[config.mk]
export PLATFORM = sky130hd
export DESIGN_NAME = fetch_unit_flat
export DESIGN_NICKNAME = d
export VERILOG_FILES = /design/src/rtl/fetch_unit_if.sv /design/src/rtl/fetch_unit.sv /design/src/flat_wrapper.sv
export SDC_FILE = /design/constraint.sdc
export NUM_CORES = 1
export LEC_CHECK = 0
export ABC_AREA = 1
export BUFFER_PORTS_ARGS = -buffer_cell sky130_fd_sc_hd__buf_2
export CAP_MARGIN = 20
export CELL_PAD_IN_SITES_DETAIL_PLACEMENT = 0
export CELL_PAD_IN_SITES_GLOBAL_PLACEMENT = 1
export CORE_ASPECT_RATIO = 1.75
export CORE_MARGIN = 4
export CORE_UTILIZATION = 32
export DETAILED_ROUTE_END_ITERATION = 10
export GPL_TIMING_DRIVEN = 0
export PLACE_DENSITY = 0.84
export SLEW_MARGIN = 40
export SYNTH_ARGS = -nofsm -noshare
export SYNTH_HDL_FRONTEND = slang
export SYNTH_SLANG_ARGS = --single-unit
[constraint.sdc]
create_clock -name i_clk -period 1.8 [get_ports i_clk]
set_clock_uncertainty 0.15 [all_clocks]
set_input_delay 0.18 -clock i_clk [delete_from_list [all_inputs] [get_ports i_clk]]
set_output_delay 0.18 -clock i_clk [all_outputs]
set_load 0.02 [all_outputs]
[src/rtl/fetch_unit_if.sv]
// Fetch-to-ROM/decode/execute signal bundle for fetch_unit.
// master = fetch stage; slave = the ROM/decode/execute environment around it.
interface fetch_unit_if #(
    parameter int unsigned ADDR_W  = 16,
    parameter int unsigned INSTR_W = 18
);
    logic [ADDR_W-1:0]  o_addr;
    logic [INSTR_W-1:0] i_instr;
    logic               o_valid;
    logic               i_ready;
    logic [INSTR_W-1:0] o_instr;
    logic [ADDR_W-1:0]  o_pc;
    logic               i_redirect;
    logic [ADDR_W-1:0]  i_redirect_addr;
    logic               o_done;

    modport master (
        output o_addr,
        output o_valid,
        output o_instr,
        output o_pc,
        output o_done,
        input  i_instr,
        input  i_ready,
        input  i_redirect,
        input  i_redirect_addr
    );

    modport slave (
        input  o_addr,
        input  o_valid,
        input  o_instr,
        input  o_pc,
        input  o_done,
        output i_instr,
        output i_ready,
        output i_redirect,
        output i_redirect_addr
    );
endinterface

[src/rtl/fetch_unit.sv]
// Instruction fetch stage: owns the PC, registers the ROM word, and hands
// {instr, pc} to decode over valid/ready. Redirects flush the output slot.
module fetch_unit #(
    parameter int unsigned ADDR_W     = 16,
    parameter int unsigned INSTR_W    = 18,
    parameter int unsigned PROG_LEN   = 33,
    parameter int unsigned RESET_ADDR = 0,
    parameter int unsigned WRAP       = 0
) (
    input  logic          i_clk,
    input  logic          i_rst,
    fetch_unit_if.master  bus
);

    // One extra bit so PROG_LEN == 2**ADDR_W still compares correctly.
    localparam logic [ADDR_W:0]   PROG_END  = PROG_LEN[ADDR_W:0];
    localparam logic [ADDR_W-1:0] LAST_ADDR = ADDR_W'(PROG_LEN - 1);
    localparam logic [ADDR_W-1:0] RST_PC    = ADDR_W'(RESET_ADDR);
    localparam bit                WRAP_EN   = (WRAP != 0);

    logic [ADDR_W-1:0]  pc_q,    pc_d;
    logic [ADDR_W-1:0]  opc_q,   opc_d;
    logic [INSTR_W-1:0] instr_q, instr_d;
    logic               valid_q, valid_d;

    logic               in_range;
    logic               advance;
    logic [ADDR_W-1:0]  pc_next;

    always_comb begin
        in_range = ({1'b0, pc_q} < PROG_END);
        advance  = !valid_q || bus.i_ready;
        if (WRAP_EN && (pc_q == LAST_ADDR)) begin
            pc_next = RST_PC;
        end else begin
            pc_next = pc_q + ADDR_W'(1);
        end
    end

    // Redirect beats fetch; an out-of-range pc only drains the output slot.
    always_comb begin
        pc_d    = pc_q;
        opc_d   = opc_q;
        instr_d = instr_q;
        valid_d = valid_q;
        if (bus.i_redirect) begin
            pc_d    = bus.i_redirect_addr;
            valid_d = 1'b0;
        end else if (advance) begin
            if (in_range) begin
                instr_d = bus.i_instr;
                opc_d   = pc_q;
                valid_d = 1'b1;
                pc_d    = pc_next;
            end else begin
                valid_d = 1'b0;
            end
        end
    end

    always_ff @(posedge i_clk) begin
        if (i_rst) begin
            pc_q    <= RST_PC;
            opc_q   <= '0;
            instr_q <= '0;
            valid_q <= 1'b0;
        end else begin
            pc_q    <= pc_d;
            opc_q   <= opc_d;
            instr_q <= instr_d;
            valid_q <= valid_d;
        end
    end

    always_comb begin
        bus.o_addr  = pc_q;
        bus.o_valid = valid_q;
        bus.o_instr = instr_q;
        bus.o_pc    = opc_q;
        bus.o_done  = !in_range && !valid_q;
    end

endmodule

[src/flat_wrapper.sv]
// flat-port wrapper written by rule: the top's interface ports become plain ports
module fetch_unit_flat 
#(
    parameter int unsigned ADDR_W     = 16,
    parameter int unsigned INSTR_W    = 18,
    parameter int unsigned PROG_LEN   = 33,
    parameter int unsigned RESET_ADDR = 0,
    parameter int unsigned WRAP       = 0
)
  (i_clk, i_rst, bus_o_addr, bus_o_valid, bus_o_instr, bus_o_pc, bus_o_done, bus_i_instr, bus_i_ready, bus_i_redirect, bus_i_redirect_addr);
  fetch_unit_if #(.ADDR_W(ADDR_W), .INSTR_W(INSTR_W)) bus_i ();
  input  logic i_clk;
  input  logic i_rst;
  output wire logic [$bits(bus_i.o_addr)-1:0] bus_o_addr;
  output wire logic [$bits(bus_i.o_valid)-1:0] bus_o_valid;
  output wire logic [$bits(bus_i.o_instr)-1:0] bus_o_instr;
  output wire logic [$bits(bus_i.o_pc)-1:0] bus_o_pc;
  output wire logic [$bits(bus_i.o_done)-1:0] bus_o_done;
  input wire logic [$bits(bus_i.i_instr)-1:0] bus_i_instr;
  input wire logic [$bits(bus_i.i_ready)-1:0] bus_i_ready;
  input wire logic [$bits(bus_i.i_redirect)-1:0] bus_i_redirect;
  input wire logic [$bits(bus_i.i_redirect_addr)-1:0] bus_i_redirect_addr;
  assign bus_o_addr = bus_i.o_addr;
  assign bus_o_valid = bus_i.o_valid;
  assign bus_o_instr = bus_i.o_instr;
  assign bus_o_pc = bus_i.o_pc;
  assign bus_o_done = bus_i.o_done;
  assign bus_i.i_instr = bus_i_instr;
  assign bus_i.i_ready = bus_i_ready;
  assign bus_i.i_redirect = bus_i_redirect;
  assign bus_i.i_redirect_addr = bus_i_redirect_addr;
  fetch_unit #(.ADDR_W(ADDR_W), .INSTR_W(INSTR_W), .PROG_LEN(PROG_LEN), .RESET_ADDR(RESET_ADDR), .WRAP(WRAP)) u_core (.i_clk(i_clk), .i_rst(i_rst), .bus(bus_i));
endmodule
### Word level (Yosys, flattened, before mapping)

Index checks and enable logic that the tools add are counted.

| storage, ports and cells | value |
|---|---|
| latch bits | 0 |
| word-level logic and storage cells | 20 |
| input port bits | 38 |
| RAM bits | 0 |
| memory bits (read-only) | 0 |
| output and inout bits | 52 |
| flip-flop bits (word level) | 51 |
| memories kept | 0 |

| operators by class | value |
|---|---|
| shifts and indexed selects | 0 |
| $mul | 0 |
| $add $sub $neg | 1 |
| reductions and logical operators | 9 |
| mux-type cells | 4 |
| divide/modulo/power cells | 0 |
| equality and inequality tests | 0 |
| $lt $le $gt $ge | 1 |
| bitwise logic cells | 1 |

Operators by type and width:

| kind | number |
|---|---|
| $mux 16 | 3 |
| $add 16x1->16 const B | 1 |
| $lt 16x6->1 const B | 1 |
| $reduce_bool 2->1 | 2 |
| $reduce_and 3->1 | 1 |
| $logic_not 1->1 | 2 |
| $reduce_and 2->1 | 1 |
| $reduce_or 2->1 | 1 |
| $logic_and 1x1->1 | 1 |
| $logic_or 1x1->1 | 1 |
| $mux 1 | 1 |
| $not 1->1 | 1 |

### Depth between registers and ports, before layout

Gate-level depths: netlist (run 1).

| logic depth | value |
|---|---|
| word-level depth | 4 |
| mapped depth | 9 |
| gate-level depth less buffers | 8 |

### Least setup slack after synthesis (run 1)

OpenSTA, ideal clock, no wires.

| timing path | value |
|---|---|
| path kind | register to output |
| from | register u_core.pc_q[0] (netlist: u_core.bus.o_addr[0]) |
| to | output port bus_o_done |
| cell stages (with the launch flop) | 7 |
| arrival | 1.415 ns |
| setup slack | 0.055 ns |
| data required time | 1.470 ns |
| path buffers | 0 |
| path through | dfxtp_1 > inv_1 > ha_1 > nand3_1 > nand2_2 > and2_2 > nor2_1 |

| between the ends | value |
|---|---|
| longest elaborated chain between the ends | 3 |

RTL lines:

| what | line | RTL |
|---|---|---|
| from (decl) | fetch_unit.sv:21 | `logic [ADDR_W-1:0] pc_q, pc_d;` |
| from (signal assigned) | fetch_unit.sv:68 | `pc_q <= pc_d;` |
| $lt 16x6->1 | fetch_unit.sv:31 | `in_range = ({1'b0, pc_q} < PROG_END);` |
| $logic_not 1->1 | fetch_unit.sv:80 | `bus.o_done = !in_range && !valid_q;` |
| $logic_and 1x1->1 | fetch_unit.sv:80 |  |
| to (decl) | flat_wrapper.sv:18 | `output wire logic [$bits(bus_i.o_done)-1:0] bus_o_done;` |

No other way between the ends.

### Final worst setup path (run 1)

| timing path | value |
|---|---|
| from | register u_core.pc_q[7] (netlist: u_core.bus.o_addr[7]) |
| to | output port bus_o_done |

The elaborated chain is that of the path after synthesis.

==> results of run 1 <==
-- state kept, by name, indices dropped and copies added, names as in the netlist --
signal              count
u_core.bus.o_instr     18
u_core.bus.o_valid      1
u_core.bus.o_addr      16
u_core.bus.o_pc        16
-- layout by cell type, fill, tap and decap left out, drive strengths merged --
master / netlist / routed
xor2: 2 / 2
o21ai: 5 / 5
nor2: 79 / 79
xnor2: 1 / 1
nand4: 2 / 2
buf: 9 / 100
nor3: 1 / 1
clkbuf: 7 / 13
clkinvlp: 0 / 1
inv: 33 / 33
nand3: 17 / 17
dlygate4sd3: 0 / 27
a21oi: 12 / 12
and2: 1 / 1
ha: 2 / 2
clkinv: 1 / 2
nand2: 84 / 84
dfxtp: 51 / 51
-- critical path, stage by stage (launching register included) --
cell	delay, ns
dfxtp_1	0.32
nor2_1	0.15
nand3_1	0.14
nor2_4	0.16
and2_4	0.16
nor2_4	0.03
buf_6	0.13
-- area by class of cell --
class / instances / area, um^2 / area share (%)
timing repair buffer: 118 / 742 / 23.7
clock inverter: 2 / 12.5 / 0.399
sequential: 51 / 1030 / 32.8
clock buffer: 6 / 129 / 4.11
tap: 82 / 103 / 3.27
multi-input combinational: 206 / 900 / 28.7
inverter: 34 / 128 / 4.07
buffer: 16 / 92.6 / 2.95
-- worst min path at each step --
stage | start | end | cells past startpoint
finish | bus_i_instr[0] | u_core.bus.o_instr[0] | 3
global route | bus_i_instr[0] | u_core.bus.o_instr[0] | 3
CTS | bus_i_instr[0] | u_core.bus.o_instr[0] | 3
detailed placement | bus_i_instr[11] | u_core.bus.o_instr[11] | 3
global placement | bus_i_instr[14] | u_core.bus.o_instr[14] | 3
floorplan | bus_i_instr[10] | u_core.bus.o_instr[10] | 2
-- power groups by stage --
stage | combinational (mW) | sequential, mW | clock (mW)
detailed placement | 0.428 | 1.26 | 0
finish | 0.499 | 1.23 | 0.903
CTS | 0.492 | 1.23 | 0.940
global placement | 0.424 | 1.26 | 0
global route | 0.557 | 1.24 | 0.990
floorplan | 0.207 | 1.32 | 0
-- cell families after synthesis --
family,synth area share [%]
adder cells (fa/ha/maj),1.18
AND/OR/NAND/NOR,35.2
AO/OA/AOI/OAI,4.01
buffers and inverters,10.3
XOR/XNOR,1.24
flip-flops,48.1
-- routing by layer --
metal	GRT usage (%)	wire length, um
met5	0	0
met1	16.1	2260
met3	2.69	270
met4	5.22	73
met2	27.2	3040
-- stage by stage --
stage / cells / util (%)
after floorplan: 307 / -
after global placement: 476 / 41.0
after detailed placement: 476 / 41.0
after CTS: 514 / 47.9
after global routing: 515 / 48.3
final: 515 / 48.3
-- what timing repair did --
action / in CTS / in global routing
hold buffers: 27 / 0
buffers inserted: 3 / 1
hold endpoints to repair: 27 / 0
pin swaps: 1 / 1
gates resized for setup: 6 / 7
endpoints found under the setup margin: 1 / 3
==> results.json, run 1 <==
{
  "status": "complete, but fails checks",
  "violations": "hold timing",
  "area_growth_pct": 47.7,
  "power_leakage_nw": 1.66,
  "drt-vias-per-instance": 4.24,
  "yosysWarnings": 0,
  "grt_remaining_overflow": 0,
  "design_area_um2": 3130,
  "arrival_ns": 1.38,
  "p_clk_share_pct": 34.4,
  "cts_max_path_buffers": 2,
  "grt_max_degree": 16,
  "finalCriticalPeriod_ns": 1.71,
  "grt_pass1_wl_mm": 9.63,
  "endpoint": "bus_o_done",
  "antennaDiodeCount": 0,
  "p_sw_share_pct": 27.2,
  "rsz0062_at_grt": "yes",
  "cap_violations": 0,
  "ys_seq_area_share_pct": 48.1,
  "hold_viol_final": 1,
  "cts_max_level": 2,
  "io-pin-count": 90,
  "drive_gt1_share_pct": 27.0,
  "clkTransAtPathRegs_ns": 0.07,
  "ys_seq_elements": 51,
  "dpl_cell_area_um2": 2660,
  "power.switching_mw": 0.715,
  "yosys.cell_types.count": 21,
  "crit_fanout": 4,
  "drc": 0,
  "p_total_mw": 2.63,
  "synth.most_common_cell": "nand2_1",
  "grt_pass1_vias": 2113,
  "synth_top_flop_cell": "dfxtp_1",
  "numCtsBuffers": 5,
  "holdWs_ns": -0.00101,
  "nFillCells": 679,
  "die_h_um": 116,
  "reg2reg_from": "u_core.bus.o_addr[0]",
  "synth_top_area_cell": "dfxtp_1",
  "finalNetCount": 472,
  "async_flop_share_pct": 0,
  "path_class": "register to output pin",
  "r2r_end": "u_core.bus.o_addr[1]",
  "final-setup-viol-count": 0,
  "wl_per_cell_um": 11.0,
  "rr_worst_depth": 9,
  "wirelength_mm": 5.65,
  "period_share_pct": 94.9,
  "cp-end-kind": "output pin",
  "synth_edf_count": 0,
  "finalMaxSlewViolations": 0,
  "dr.pass1.iters": 4,
  "yosysTopAreaCellShare_pct": 48.1,
  "comb_power_share_pct": 19.0,
  "design.core.area_um2": 6490,
  "start_util_pct": 32.7,
  "netlist_area_um2": 2120,
  "r2r_slack_ns": 0.12,
  "max_freq_mhz": 585,
  "synth_area_leaders": "dfxtp_1 (48%), nand2_1 (15%), nor2_1 (14%), inv_1 (5.7%), nand3_1 (4.0%)",
  "ant_nets": 0,
  "finalWorstSetupSlack_ns": 0.0916,
  "powerDensity_nw_per_um2": 838,
  "port_buffers": 87,
  "crit_path_start": "u_core.bus.o_addr[7]",
  "startpoint_type": "register",
  "worstPathRequired_ns": 1.47,
  "syn_inst": 307,
  "routed-via-count": 2183,
  "drt_iter0_drc": 85,
  "ys_top_cells_by_count": "nand2_1 (83), nor2_1 (78), dfxtp_1 (51), inv_1 (32), nand3_1 (17)",
  "syn_nets": 347,
  "hold_path_class": "primary input to register",
  "antenna_found_initial": 0,
  "clock_sinks": 51,
  "tritoncts": "done",
  "ir_drop_mv": 0.346,
  "pre_cts_slack_ns": 0.0705,
  "place_congestion": 0.700,
  "die_x_um": 69.6,
  "slew-limit-headroom_pct": 69.4,
  "worstSkewPairLatency_ns": 0.28,
  "grt_util_all_layers_pct": 14.4,
  "root_buffer": "clkbuf_16",
  "die_area_um2": 8050,
  "pwr-share-seq_pct": 46.7,
  "fin_setup_tns_ns": 0,
  "worst_pin_slew_ns": 0.458,
  "num_rows": 39,
  "cellInternalPower_mw": 1.91,
  "dp.final_hpwl_mm": 4.07,
  "syn_avg_cell_area_um2": 6.91
}
(Power assumes the default switching activity.)
==> run 2: changes to the inputs <==
CORE_UTILIZATION = 33   (was 32)
CTS_BUF_LIST = sky130_fd_sc_hd__clkbuf_4 sky130_fd_sc_hd__clkbuf_8   (was unset)
PLACE_DENSITY = 0.86   (was 0.84)
==> results.json, run 2 (synthesis results as in run 1) <==
{
  "status": "complete, no violations",
  "dp.final_hpwl_mm": 4.13,
  "dpl_cell_area_um2": 2660,
  "max_freq_mhz": 583,
  "cellInternalPower_mw": 1.97,
  "dr.pass1.iters": 4,
  "grt_max_degree": 16,
  "place_congestion": 0.783,
  "multi_input_area_um2": 910,
  "final-setup-viol-count": 0,
  "worstPathRequired_ns": 1.47,
  "drc": 0,
  "cts_max_path_buffers": 2,
  "root_buffer": "clkbuf_8",
  "cp_top_family": "simple AND/OR/NAND/NOR gates",
  "design_area_um2": 3150,
  "io-pin-count": 90,
  "antennaDiodeCount": 0,
  "path_class": "register to output pin",
  "pwr-share-seq_pct": 45.9,
  "power.switching_mw": 0.698,
  "port_buffers": 87,
  "largest_reg_flops": 18,
  "p_sw_share_pct": 26.2,
  "clock_sinks": 51,
  "grt_pass1_wl_mm": 9.45,
  "clkTransAtPathRegs_ns": 0.09,
  "grt_remaining_overflow": 0,
  "fin_setup_tns_ns": 0,
  "grt_pass1_vias": 2089,
  "layout_common_cells": "buf_2 (92), nand2_1 (82), nor2_1 (76)",
  "nFillCells": 661,
  "p_clk_share_pct": 35.3,
  "slew-limit-headroom_pct": 69.7,
  "startpoint_type": "register",
  "cp-end-kind": "output pin",
  "cpPeakStageDelay_ns": 0.33,
  "die_x_um": 68.6,
  "ir_drop_mv": 0.623,
  "cap_violations": 0,
  "drt_iter0_drc": 82,
  "die_h_um": 114,
  "powerDensity_nw_per_um2": 849,
  "crit_chain": "nor2_2 > nand3_2 > nor2_4 > and2_4 > nor2_4 > buf_6",
  "seqCellArea_um2": 1030,
  "reg2reg_from": "u_core.bus.o_addr[0]",
  "crit_fanout": 4,
  "rsz0062_at_grt": "yes",
  "num_rows": 38,
  "antenna_found_initial": 0,
  "final_common_cell": "buf_2",
  "utilization_pct": 50.5,
  "critPathSlowestCell": "dfxtp_1",
  "wirelength_mm": 5.65,
  "wl_per_cell_um": 11.0,
  "hold_path_class": "primary input to register",
  "routed-via-count": 2188,
  "grt_util_all_layers_pct": 15.7,
  "ant_nets": 0,
  "crit_path_start": "u_core.bus.o_addr[8]",
  "power_leakage_nw": 1.67,
  "worst_pin_slew_ns": 0.454,
  "drive_gt1_share_pct": 28.1,
  "hold_viol_final": 0,
  "finalCriticalPeriod_ns": 1.71,
  "comb_power_share_pct": 18.8,
  "finalNetCount": 473,
  "start_util_pct": 34.1,
  "cts_max_level": 2,
  "worstSkewPairLatency_ns": 0.30,
  "drt-vias-per-instance": 4.26,
  "arrival_ns": 1.38,
  "numCtsBuffers": 5,
  "design.core.area_um2": 6230,
  "area_growth_pct": 48.2,
  "layout.cells.non_filler": 514,
  "path_buf_inv": 1,
  "cpMostUsedCell": "nor2_4",
  "hp-start": "bus_i_redirect_addr[5]",
  "period_share_pct": 95.2,
  "finalMaxSlewViolations": 0,
  "die_area_um2": 7830,
  "tritoncts": "done",
  "dpl.cell_count": 474
}
-- run 2: cell types whose count changed in the layout (fill, tap and decap cells not counted), sizes merged --
cell	delta
bufinv	+2
clkinv	-1
clkinvlp	-1
dlygate4sd3	+1
-- run 2: final timing paths --
path                                         endpoint  slack [ns]  depth (start not counted)
worst min register to register     u_core.bus.o_pc[7]        0.29                          2
worst max register to register  u_core.bus.o_addr[14]        0.12                          9
worst max-delay path                       bus_o_done        0.09                          6
worst min-delay path             u_core.bus.o_addr[5]        0.03                          5
-- run 2: worst register-to-register path: stages, from the launching register on --
cell and delay [ns]:
dfxtp_4 0.36, inv_1 0.04, ha_2 0.17, nand3_2 0.07
nand2_2 0.06, buf_4 0.15, nand3_1 0.19, buf_6 0.18
nand3_1 0.08, a21oi_1 0.15
-- run 2: area by class of cell --
class / instances / share of cell area (%)
clock buffer: 6 / 2.43
timing repair buffer: 119 / 23.9
sequential: 51 / 32.7
tap: 80 / 3.18
buffer: 16 / 2.86
inverter: 34 / 4.06
clock inverter: 2 / 1.91
multi-input combinational: 206 / 28.9
-- run 2: power by group through the flow --
stage	Clock [mW]	Combinational, mW	Sequential [mW]
floorplan	0	0.207	1.32
global placement	0	0.425	1.25
global route	1.03	0.568	1.23
detailed placement	0	0.428	1.26
finish	0.943	0.502	1.23
CTS	0.981	0.495	1.23
-- run 2: stage by stage --
| stage | hold slack [ns] | setup slack, ns | total power [mW] |
|---|---|---|---|
| final | 0.0286 | 0.0861 | 2.67 |
| after CTS | 0.00758 | 0.000132 | 2.70 |
| after global placement | 0.255 | 0.0900 | 1.68 |
| after detailed placement | 0.261 | 0.0753 | 1.68 |
| after floorplan | 0.165 | 0.0551 | 1.53 |
| after global routing | 0.0771 | -0.00697 | 2.83 |
-- run 2: per-layer routing --
layer / wire length [um] / vias up / global-route usage [%] / part of all wire [%]
li1: - / 1170 / - / -
met2: 3010 / 65 / 28.1 / 53
met1: 2110 / 944 / 16.5 / 37
met4: 130 / 0 / 6.37 / 2.3
met3: 397 / 9 / 4.52 / 7.0
met5: 0 / - / 0 / 0
-- run 2: timing repair --
item,in CTS,in global routing
setup endpoints to repair,1,3
setup buffers,3,1
endpoints found under the hold margin,28,0
pin swaps,2,4
hold buffers,28,0
resized for setup,8,7
